**config.mk**
```make
export PLATFORM = sky130hd
export DESIGN_NAME = input_debouncer
export DESIGN_NICKNAME = d
export VERILOG_FILES = /design/src/rtl/adder_pkg.sv /design/src/rtl/debounce_channel.sv /design/src/rtl/input_debouncer.sv
export SDC_FILE = /design/constraint.sdc
export NUM_CORES = 1
export LEC_CHECK = 0
export BUFFER_PORTS_ARGS = -buffer_cell sky130_fd_sc_hd__buf_4
export CORE_MARGIN = 2
export CORE_UTILIZATION = 45
export CTS_CLUSTER_DIAMETER = 40
export DETAILED_ROUTE_END_ITERATION = 10
export GPL_ROUTABILITY_DRIVEN = 0
export GPL_TIMING_DRIVEN = 0
export HOLD_SLACK_MARGIN = 0.15
export PLACE_DENSITY = 0.59
export SLEW_MARGIN = 20
export SYNTH_ARGS = -nofsm -noshare
export SYNTH_HDL_FRONTEND = slang
export SYNTH_SLANG_ARGS = --single-unit
```
**constraint.sdc**
```tcl
create_clock -name clk -period 1.8 [get_ports clk]
set_input_delay 0 -clock clk [delete_from_list [all_inputs] [get_ports clk]]
set_output_delay 0 -clock clk [all_outputs]
set_load 0.005 [all_outputs]
```
**src/rtl/adder_pkg.sv**
```systemverilog
// Shared constants for the adder datapath and its operand debouncer.
package adder_pkg;

  localparam int unsigned OPERAND_W               = 4;
  localparam int unsigned DEBOUNCE_CYCLES_DEFAULT = 1000;

endpackage

```
**src/rtl/debounce_channel.sv**
```systemverilog
// One debounced bit: two-flop synchronizer, stability counter, output flop, update flag.
// The update flag is only built when DEBOUNCE_CHANGE_PULSE_EN is defined.
module debounce_channel
  import adder_pkg::*;
#(
  parameter int unsigned STABLE_CYCLES = DEBOUNCE_CYCLES_DEFAULT
) (
  input  logic clk,
  input  logic rst_n,
  input  logic raw_i,
  output logic db_o,
  output logic upd_o
);

  localparam int unsigned CNT_W = $clog2(STABLE_CYCLES);
  localparam logic [CNT_W-1:0] CntMax = CNT_W'(STABLE_CYCLES - 1);

  logic             s1_q, s2_q;
  logic             db_q, db_d;
  logic [CNT_W-1:0] cnt_q, cnt_d;

  // Counter only runs while the synchronized level disagrees with the output.
  always_comb begin
    cnt_d = '0;
    db_d  = db_q;
    if (s2_q != db_q) begin
      if (cnt_q == CntMax) begin
        db_d = s2_q;
      end else begin
        cnt_d = cnt_q + CNT_W'(1);
      end
    end
  end

  always_ff @(posedge clk) begin
    if (!rst_n) begin
      s1_q  <= 1'b0;
      s2_q  <= 1'b0;
      cnt_q <= '0;
      db_q  <= 1'b0;
    end else begin
      s1_q  <= raw_i;
      s2_q  <= s1_q;
      cnt_q <= cnt_d;
      db_q  <= db_d;
    end
  end

  assign db_o = db_q;

`ifdef DEBOUNCE_CHANGE_PULSE_EN
  logic upd_q, upd_d;

  always_comb begin
    upd_d = (s2_q != db_q) && (cnt_q == CntMax);
  end

  always_ff @(posedge clk) begin
    if (!rst_n) begin
      upd_q <= 1'b0;
    end else begin
      upd_q <= upd_d;
    end
  end

  assign upd_o = upd_q;
`else
  assign upd_o = 1'b0;
`endif

endmodule

```
**src/rtl/input_debouncer.sv**
```systemverilog
// Debounces the operand switches feeding tt_um_adder and flags updated bits.
// changed/chg_mask are live only with DEBOUNCE_CHANGE_PULSE_EN defined, else constant 0.
module input_debouncer
  import adder_pkg::*;
#(
  parameter int unsigned WIDTH         = OPERAND_W,
  parameter int unsigned STABLE_CYCLES = DEBOUNCE_CYCLES_DEFAULT
) (
  input  logic             clk,
  input  logic             rst_n,
  input  logic [WIDTH-1:0] raw_in,
  output logic [WIDTH-1:0] db_out,
  output logic             changed,
  output logic [WIDTH-1:0] chg_mask
);

  logic [WIDTH-1:0] upd;

  for (genvar i = 0; i < WIDTH; i++) begin : g_chan
    debounce_channel #(
      .STABLE_CYCLES (STABLE_CYCLES)
    ) u_chan (
      .clk   (clk),
      .rst_n (rst_n),
      .raw_i (raw_in[i]),
      .db_o  (db_out[i]),
      .upd_o (upd[i])
    );
  end

  assign chg_mask = upd;
  assign changed  = |upd;

endmodule
```
# [Yosys cells after proc, flatten, opt, wreduce, memory -nomap -nowiden]
# Index checks and enable logic that the tools add are counted.
[word_totals] mem_count=0 romBits=0 regBits=52 latch_bits=0 elab_cells=41 out_inout_bits=9 ramBits=0
[op_classes] bitwise=5 n_mul=0 reduce_logical=8 eq_ne=8 shifts=0 addsub=4 div=0 muxes=0 order_cmp=0
[ops] operator="$add A10 B1 Y10 const B" n=4
[ops] operator="$eq A10 B10 Y1 const B" n=4
[ops] operator="$reduce_or A3 Y1" n=4
[ops] operator="$reduce_and A2 Y1" n=4
[ops] operator="$not A1 Y1" n=5
[ops] operator="$ne A1 B1 Y1" n=4

# [Depth between registers and ports, before layout]
# Gate-level depths: netlist of run 1.
[depth] word_depth=3 ltp_mapped=5 depth_no_buf=5

# [Modules after synthesis]
# From an unflattened synthesis of run 1, not the netlist that was laid out.
[unflattened] hier_cells=239 hier_area_um2=2227.1
[modules_own_cells] module="debounce_channel (g_chan[0].u_chan ...)" area_per_inst_um2=553.0 instances=3 cells_per_inst=60
[modules_own_cells] module="debounce_channel (g_chan[2].u_chan)" area_per_inst_um2=560.5 instances=1 cells_per_inst=58
[modules_own_cells] module="input_debouncer" area_per_inst_um2=7.5 instances=1 cells_per_inst=1

# [Worst setup path after synthesis of run 1]
# Ideal clock, no wire load.
[synth_path] path_type="register to register" from="register g_chan[2].u_chan.cnt_q[0]" to="register g_chan[2].u_chan.cnt_q[8]" t_required_ps=1726 synth_period_minus_slack_ps=1432 path_stages_with_launch=6 setup_time_ps=74 n_path_buf=0 path_slack_ps=368 t_arrival_ps=1358 cell_sequence="dfxtp_1 > ha_1 > nand2_1 > or2_4 > or3_1 > a31oi_1"
[synth_between] elab_chain_cells=2 elab_cells_between_ends=3
[synth_rtl] item="start: declaration" line_no="debounce_channel.sv:20" rtl="logic [CNT_W-1:0] cnt_q, cnt_d;"
[synth_rtl] item="start signal: assignment" line_no="debounce_channel.sv:44" rtl="cnt_q <= cnt_d;"
[synth_rtl] item="branches (longest 2 deep; another with $add A10 B1 Y10)"
# Several ways; the timed one is not identified.
# A chain may end at the register's enable or synchronous reset.

# [Final worst setup path of run 1]
# Same ends and word-level chain as after synthesis.

==> flow_summary.toml, run 1 <==
[run_status]
status = "finished, final reports clean"

[setup_path]
cp_top_family = "simple AND/OR/NAND/NOR gates"
rr_startpoint = "g_chan[2].u_chan.cnt_q[0]"
critPathBufInv = 0
reg2reg_depth = 5
cp-start-kind = "flop"
r2r_end = "g_chan[2].u_chan.cnt_q[8]"
cp.required_ns = 2.03
arrival_ns = 1.80
cp_slowest_stage_delay_ns = 0.39
cp_slowest_cell = "dfxtp_1"
path_cells = "ha_1 -> nand2_1 -> or2_4 -> or3_1 -> a31oi_1"
worstPathMaxFanout = 6
reg2reg_slack_ns = 0.23
endpoint_kind = "flop"
worst-setup-path-type = "reg2reg"

[placement]
portBuffers = 9
place_worst_setup_slack_ns = 0.2357
dpl_cell_area_sq_um = 2335
dp.cells = 310
dp_hpwl_um = 2442

[die]
boundaryPins = 15
die-area_sq_um = 5428
rows = 25
core_sq_um = 4692
dieHeight_um = 73.68
initial_core_util_pct = 46.56
die-width_um = 73.68

[drt]
wirelength_um = 3373
drt_pre_antenna_iters = 4
drc = 0
avgRoutedWirePerCell_um = 10.48
vias_per_cell = 4.798
drt_iter0_markers = 55
ant_nets = 0
num_vias = 1545

[clock_tree]
cts_tree = "done"
root_buffer = "clkbuf_8"
cts_buffer_depth = 2
clk_latency_ns = 0.29
cts-buffers-inserted = 5
clk_pin_slew_ns = 0.09
htreeDepth = 2
post_cts_resized = 0
cts.sinks = 52

[grt]
grt_start_max_net_pins = 16
grt_util_met2_pct = 21.33
grt_use_met1_pct = 19.01
overflow = 0
grt_pass1_vias = 1367
met3_usage_pct = 3.704
antenna_found_initial = 0
grt.busiest_layer = "met2"
track_usage_pct = 13.95
grt_pass1_wl_um = 5906

[power]
power_mw = 1.834
peakVddDrop_mv = 0.4626
power_density_nw_per_um2 = 743.6
p_leak_nw = 0.9026

[cells_and_area]
utilization_pct = 52.56
drive_above_1_share_pct = 10.45
area_delta_synth_final_pct = 12.89
instances_no_fill = 322
fin_area_sq_um = 2466
antenna_cells = 0
finalNetCount = 278

[logic_synthesis]
synth_edf_count = 0
syn_area_sq_um = 2185
ys_seq_elements = 52
netlist_instances = 243
synthArstFlopShare_pct = 0
synthFlopType = "dfxtp_1"
yosysWarnings = 0
netlist-cell-type-count = 30
ys_seq_area_share_pct = 47.65
avgSynthCellArea_sq_um = 8.990

[sta]
fin_skew_ns = 0.009162
grt_setup_unrepaired = "false"
slew_headroom_pct = 61.07
tns_ns = 0
worst_pin_slew_ns = 0.5779
worst_slack_ns = 0.2290
fin_crit_sh_pct = 87.28
finalSetupViolations = 0
fin_hold_ws_ns = 0.4372
finalHoldViolCount = 0
slew_violations = 0
post-route-min-period_ns = 1.571
max_freq_mhz = 636.5

[hold_path]
hold_start = "g_chan[3].u_chan.s1_q"
holdPathStages = 1
worstHoldPathType = "reg2reg"
min_to = "g_chan[3].u_chan.s2_q"

[run]
maxCapViolations = 0
kinds of logic after synthesis:
group,Yosys count,synth area share [%]
compound gates,26,7.502
xor+xnor,27,10.82
fa+ha+maj,4,2.291
buf+inv,20,4.983
flops,52,47.65
mux,3,1.375
other cells,1,0.1717
simple gates,110,25.20
cell usage in the layout (no fill, tap or decap), types with 2 or more instances in the layout:
cell	n
xor2_1	13
nor3_1	2
inv_1	9
a21oi_1	7
conb_1	5
clkbuf_8	5
a31oi_1	4
nand4_1	8
dlygate4sd3_1	5
buf_4	18
ha_1	4
o22ai_1	2
dfxtp_1	52
nand2_1	16
and4_1	6
mux2i_1	3
nand3_1	14
clkbuf_1	2
o21ai_0	6
a311oi_1	4
xnor2_1	14
and2_1	11
nor2_1	42
a211oi_1	2
and3_1	5
cell type report:
class / instances / area (sq um)
Fill cell: 458 / 2226
Multi-Input combinational cell: 175 / 1050
Sequential cell: 52 / 1041
Timing Repair Buffer: 14 / 117.6
Buffer: 11 / 75.07
Clock buffer: 5 / 68.82
Tap cell: 54 / 67.56
Inverter: 9 / 33.78
Clock inverter: 2 / 12.51
flip-flops by register name (all words and copies together), names as in the netlist:
| signal | count |
|---|---|
| g_chan.u_chan.cnt_q | 40 |
| g_chan.u_chan.db_o | 4 |
| g_chan.u_chan.s1_q | 4 |
| g_chan.u_chan.s2_q | 4 |
where the power goes:
group / internal (mW) / switching, mW
logic: 0.0301 / 0.0240
clock network: 0.264 / 0.350
registers: 1.16 / 0.00558
total: 1.45 / 0.380
worst max-delay path by stage:
stage                              startpoint                         to  slack (ns)  cells past startpoint
floorplan           g_chan[2].u_chan.cnt_q[0]  g_chan[2].u_chan.cnt_q[8]        0.37                      5
global placement    g_chan[1].u_chan.cnt_q[0]  g_chan[1].u_chan.cnt_q[3]        0.24                      4
detailed placement  g_chan[2].u_chan.cnt_q[0]  g_chan[2].u_chan.cnt_q[8]        0.24                      5
CTS                 g_chan[2].u_chan.cnt_q[0]  g_chan[2].u_chan.cnt_q[8]        0.23                      5
global route        g_chan[1].u_chan.cnt_q[0]  g_chan[1].u_chan.cnt_q[6]        0.06                      4
finish              g_chan[2].u_chan.cnt_q[0]  g_chan[2].u_chan.cnt_q[8]        0.23                      5
synthesized netlist by cell type, types with 2 or more instances:
cell type / instances / area share, %
and4_1: 6 / 2.4
ha_1: 4 / 2.3
dfxtp_1: 52 / 48
o21ai_0: 6 / 1.4
xnor2_1: 14 / 5.6
nor2_1: 42 / 7.2
a31oi_1: 4 / 1.1
a21oi_1: 7 / 1.6
a211oi_1: 2 / 0.69
clkbuf_1: 2 / 0.34
inv_1: 9 / 1.5
xor2_1: 13 / 5.2
nand4_1: 8 / 2.3
a311oi_1: 4 / 1.6
nand2_1: 16 / 2.7
o22ai_1: 2 / 0.57
and2_1: 11 / 3.2
nand3_1: 14 / 3.2
mux2i_1: 3 / 1.4
buf_4: 9 / 3.1
and3_1: 5 / 1.4
nor3_1: 2 / 0.46
layer usage:
metal	share of wire, %	up-vias
met3	2.9	2
met5	0	-
li1	-	867
met1	56	659
met2	40	17
met4	0.80	0
timing repair:
action / CTS / global route
buffers inserted: 0 / 0
hold buffers: 5 / 0
hold endpoints to repair: 23 / 0
No activity file was read; power rests on OpenSTA's default activity.
==> inputs of run 2 (changes only) <==
- CORE_ASPECT_RATIO: unset -> 1.1
==> run 2 against run 1 <==
Register-to-register slack about the same; sequential share of layout area grew 0.17 points; combinational power about the same; sequential cell count unchanged.
==> flow_summary.toml, run 2 (synthesis gave the netlist of run 1 again) <==
[run_status]
status = "finished, final reports clean"

[sta]
finalHoldViolCount = 0
worst_slack_ns = 0.2405
slew_headroom_pct = 61.32
post-route-min-period_ns = 1.560
fin_skew_ns = 0.006363
tns_ns = 0
fin_crit_sh_pct = 86.64
worst_pin_slew_ns = 0.5742
grt_setup_unrepaired = "false"
slew_violations = 0
finalSetupViolations = 0
max_freq_mhz = 641.2

[setup_path]
reg2reg_slack_ns = 0.24
path_cells = "ha_1 -> nand2_1 -> or2_4 -> or3_1 -> a31oi_1"
endpoint_kind = "flop"
cp_slowest_cell = "dfxtp_1"
worstPathMaxFanout = 6
cp_top_family = "simple AND/OR/NAND/NOR gates"
cp-start-kind = "flop"
arrival_ns = 1.78
cp_slowest_stage_delay_ns = 0.38
critPathBufInv = 0
worst-setup-path-type = "reg2reg"
cp.required_ns = 2.02

[clock_tree]
cts_buffer_depth = 2
post_cts_resized = 0
htreeDepth = 2
cts-buffers-inserted = 5
clk_pin_slew_ns = 0.08
post_cts_buffers = 0
clk_latency_ns = 0.29
root_buffer = "clkbuf_8"
cts.sinks = 52
cts_hold_buf = 5
cts_tree = "done"

[power]
power_density_nw_per_um2 = 733.7
power_mw = 1.802
p_leak_nw = 0.8985
peakVddDrop_mv = 0.4084

[drt]
wirelength_um = 3417
drc = 0
ant_nets = 0
avgRoutedWirePerCell_um = 10.61
vias_per_cell = 5.040
num_vias = 1623
drt_iter0_markers = 77
drt_pre_antenna_iters = 4

[cells_and_area]
largest_reg_flops = 40
instances_no_fill = 322
regMostFlops = "g_chan.u_chan.cnt_q"
drive_above_1_share_pct = 9.774
finalNetCount = 278
area_delta_synth_final_pct = 12.43
utilization_pct = 52.80
final_cell_mix = "dfxtp_1 (52), nor2_1 (42), buf_4 (18)"
final_common_cell = "dfxtp_1"
antenna_cells = 0
nFillCells = 452

[die]
boundaryPins = 15
die-width_um = 70.43
die-area_sq_um = 5428
initial_core_util_pct = 46.96
dieHeight_um = 77.08
rows = 26
core_sq_um = 4652

[placement]
portBuffers = 9
dp_hpwl_um = 2442
dp.cells = 312
place_worst_setup_slack_ns = 0.2515

[hold_path]
worstHoldPathType = "reg2reg"

[run]
maxCapViolations = 0

[grt]
grt_pass1_wl_um = 5927
grt_pass1_vias = 1411
overflow = 0
grt_start_max_net_pins = 14
antenna_found_initial = 0
track_usage_pct = 13.47
-- run 2: cell types whose count changed in the layout (fill, tap and decap cells not counted), sizes merged --
cell      change
clkinv        -1
clkinvlp      -1
-- run 2: routing by layer --
layer  global-route usage [%]  part of all wire [%]  routed length, um
met1                    17.95                    52               1785
met2                    20.47                    43               1482
met4                    6.923                   1.8                 61
met5                        0                     0                  0
met3                    2.760                   2.5                 87
-- run 2: power breakdown --
part	internal, mW	switching, mW
registers	1.16	0.00500
clock network	0.251	0.332
logic	0.0301	0.0238
-- run 2: per-stage QoR --
stage,cell area (sq um),hold WS [ns]
floorplan,2200,0.1273
global placement,2337,0.2089
detailed placement,2337,0.2103
CTS,2456,0.4387
global route,2456,0.4603
finish,2456,0.4365
-- run 2: worst register-to-register path: stages (launching register included) --
cell     delay, ns
dfxtp_1       0.38
ha_1          0.29
nand2_1       0.08
or2_4         0.24
or3_1         0.35
a31oi_1       0.16
-- run 2: final timing paths --
check / start / end / depth (start not counted)
setup / recovery: g_chan[2].u_chan.cnt_q[0] / g_chan[2].u_chan.cnt_q[8] / 5
hold / removal: g_chan[3].u_chan.s1_q / g_chan[3].u_chan.s2_q / 1
setup reg to reg: g_chan[2].u_chan.cnt_q[0] / g_chan[2].u_chan.cnt_q[8] / 5
hold reg to reg: g_chan[3].u_chan.s1_q / g_chan[3].u_chan.s2_q / 1
-- run 2: final cells by class --
type                       count  area, sq um  area share, %
timing repair buffer          14        117.6          4.789
multi-input combinational    175         1050          42.74
clock buffer                   5        68.82          2.802
inverter                       9        33.78          1.375
sequential                    52         1041          42.38
buffer                        11        75.07          3.057
tap                           56        70.07          2.853
==> inputs of run 3 (changes only) <==
- clock period: 1.8 -> 1.5 ns (I/O delays scaled with it)
==> run 3 against run 2 <==
Setup slack lost 0.16 ns; first-iteration DRC count decreased by 30%; die area stayed put; register-to-register slack got worse by 0.16 ns; sequential share of layout area shrank 0.13 points; largest power group unchanged.
==> flow_summary.toml, run 3 (synthesis gave the netlist of run 1 again) <==
[power]
p_leak_nw = 0.8966
peakVddDrop_mv = 0.4829
power_mw = 2.165
power_density_nw_per_um2 = 875.5

[setup_path]
cp.required_ns = 1.73
worst-setup-path-type = "reg2reg"
cp-start-kind = "flop"
reg2reg_depth = 5
rr_startpoint = "g_chan[2].u_chan.cnt_q[0]"
endpoint_kind = "flop"
startpoint = "g_chan[2].u_chan.cnt_q[0]"
arrival_ns = 1.65
worstPathMaxFanout = 6
crit_end = "g_chan[2].u_chan.cnt_q[8]"
r2r_end = "g_chan[2].u_chan.cnt_q[8]"
reg2reg_slack_ns = 0.08

[sta]
finalHoldViolCount = 0
worst_slack_ns = 0.07854
max_freq_mhz = 703.5
fin_skew_ns = 0.007167
post-route-min-period_ns = 1.421
fin_crit_sh_pct = 94.76
grt_setup_unrepaired = "false"
slew_violations = 0
finalSetupViolations = 0

[cells_and_area]
multi_input_area_sq_um = 1066
area_delta_synth_final_pct = 13.17
final_common_cell = "dfxtp_1"
drive_above_1_share_pct = 11.70
antenna_cells = 0
regMostFlops = "g_chan.u_chan.cnt_q"
nFillCells = 445
largest_reg_flops = 40
finalNetCount = 277
register_area_sq_um = 1045
final_cell_mix = "dfxtp_1 (49), nor2_1 (42), buf_4 (18)"

[hold_path]
holdPathStages = 1
worstHoldPathType = "reg2reg"

[grt]
met3_usage_pct = 2.760
antenna_found_initial = 0
track_usage_pct = 13.44
grt_pass1_wl_um = 5913
grt_use_met1_pct = 17.79
grt_pass1_vias = 1404
grt_util_met2_pct = 20.57
overflow = 0
grt.busiest_layer = "met2"
grt_start_max_net_pins = 14

[clock_tree]
cts-buffers-inserted = 5
htreeDepth = 2
clk_pin_slew_ns = 0.08
root_buffer = "clkbuf_8"
clk_latency_ns = 0.29
cts.sinks = 52
post_cts_buffers = 0
cts_tree = "done"
cts_buffer_depth = 2

[drt]
vias_per_cell = 5.072
num_vias = 1628
drt_pre_antenna_iters = 4
ant_nets = 0
drc = 0
avgRoutedWirePerCell_um = 10.69
wirelength_um = 3430
drt_iter0_markers = 54

[run]
maxCapViolations = 0

[die]
initial_core_util_pct = 46.96
core_sq_um = 4652
boundaryPins = 15
die-area_sq_um = 5428
die-width_um = 70.43
dieHeight_um = 77.08
rows = 26

[placement]
place_worst_setup_slack_ns = -0.04854
dp_hpwl_um = 2442
portBuffers = 9

[run_status]
status = "finished, final reports clean"
## run 3: cell count changes in the layout (fill, tap and decap cells not counted)
cell,before,now
o21ai_2,0,1
clkbuf_1,2,1
dfxtp_1,52,49
dfxtp_2,0,3
ha_1,4,3
o21ai_0,6,5
ha_4,0,1
## run 3: worst min path at each step
stage | from | to | slack, ns
2_1_floorplan | raw_in[0] | g_chan[0].u_chan.s1_q | 0.13
3_5_place_dp | raw_in[1] | g_chan[1].u_chan.s1_q | 0.21
4_1_cts | g_chan[2].u_chan.s1_q | g_chan[2].u_chan.s2_q | 0.44
6_report | g_chan[3].u_chan.s1_q | g_chan[3].u_chan.s2_q | 0.44
3_3_place_gp | raw_in[3] | g_chan[3].u_chan.s1_q | 0.21
5_1_grt | raw_in[1] | g_chan[1].u_chan.s1_q | 0.46
## run 3: stage by stage
step | area [sq um] | hold slack [ns] | cells | util [%] | TNS [ns]
global route | 2472 | 0.4603 | 321 | 53.15 | 0
detailed placement | 2337 | 0.2103 | 312 | 50.24 | -0.1553
global placement | 2337 | 0.2089 | 312 | 50.24 | -0.2170
finish | 2472 | 0.4365 | 321 | 53.15 | 0
floorplan | 2200 | 0.1273 | 247 | - | 0
CTS | 2465 | 0.4387 | 321 | 52.99 | 0
## run 3: layout make-up
cell class | count | share of cell area [%]
plain buffers | 10 | 2.885
clock buffers | 5 | 2.783
multi-input cells | 175 | 43.12
well taps | 56 | 2.834
inverters | 9 | 1.366
flip-flops and latches | 52 | 42.26
repair buffers | 14 | 4.757
## run 3: power by group
part	switching (mW)	total [mW]	internal [mW]	leakage, nW
clock	0.399	0.701	0.302	0.0359
sequential	0.00645	1.40	1.39	0.422
combinational	0.0285	0.0647	0.0362	0.438
## run 3: routing by layer
layer / up-vias / wire [um]
met3: 6 / 80
met4: 0 / 61
met1: 753 / 1779
met2: 16 / 1508
met5: - / 0
li1: 853 / -
## run 3: critical path: stages, from the launching register on
cell	delay, ns
dfxtp_2	0.38
ha_4	0.17
nand2_1	0.05
or2_4	0.24
or3_1	0.35
a31oi_1	0.16
## run 3: repair_timing
action                                  in CTS  in global routing
endpoints found under the hold margin       25                  0
pin swaps                                    0                  0
gates resized for setup                      3                  4
endpoints found under the setup margin       7                  6
hold buffers                                 5                  0
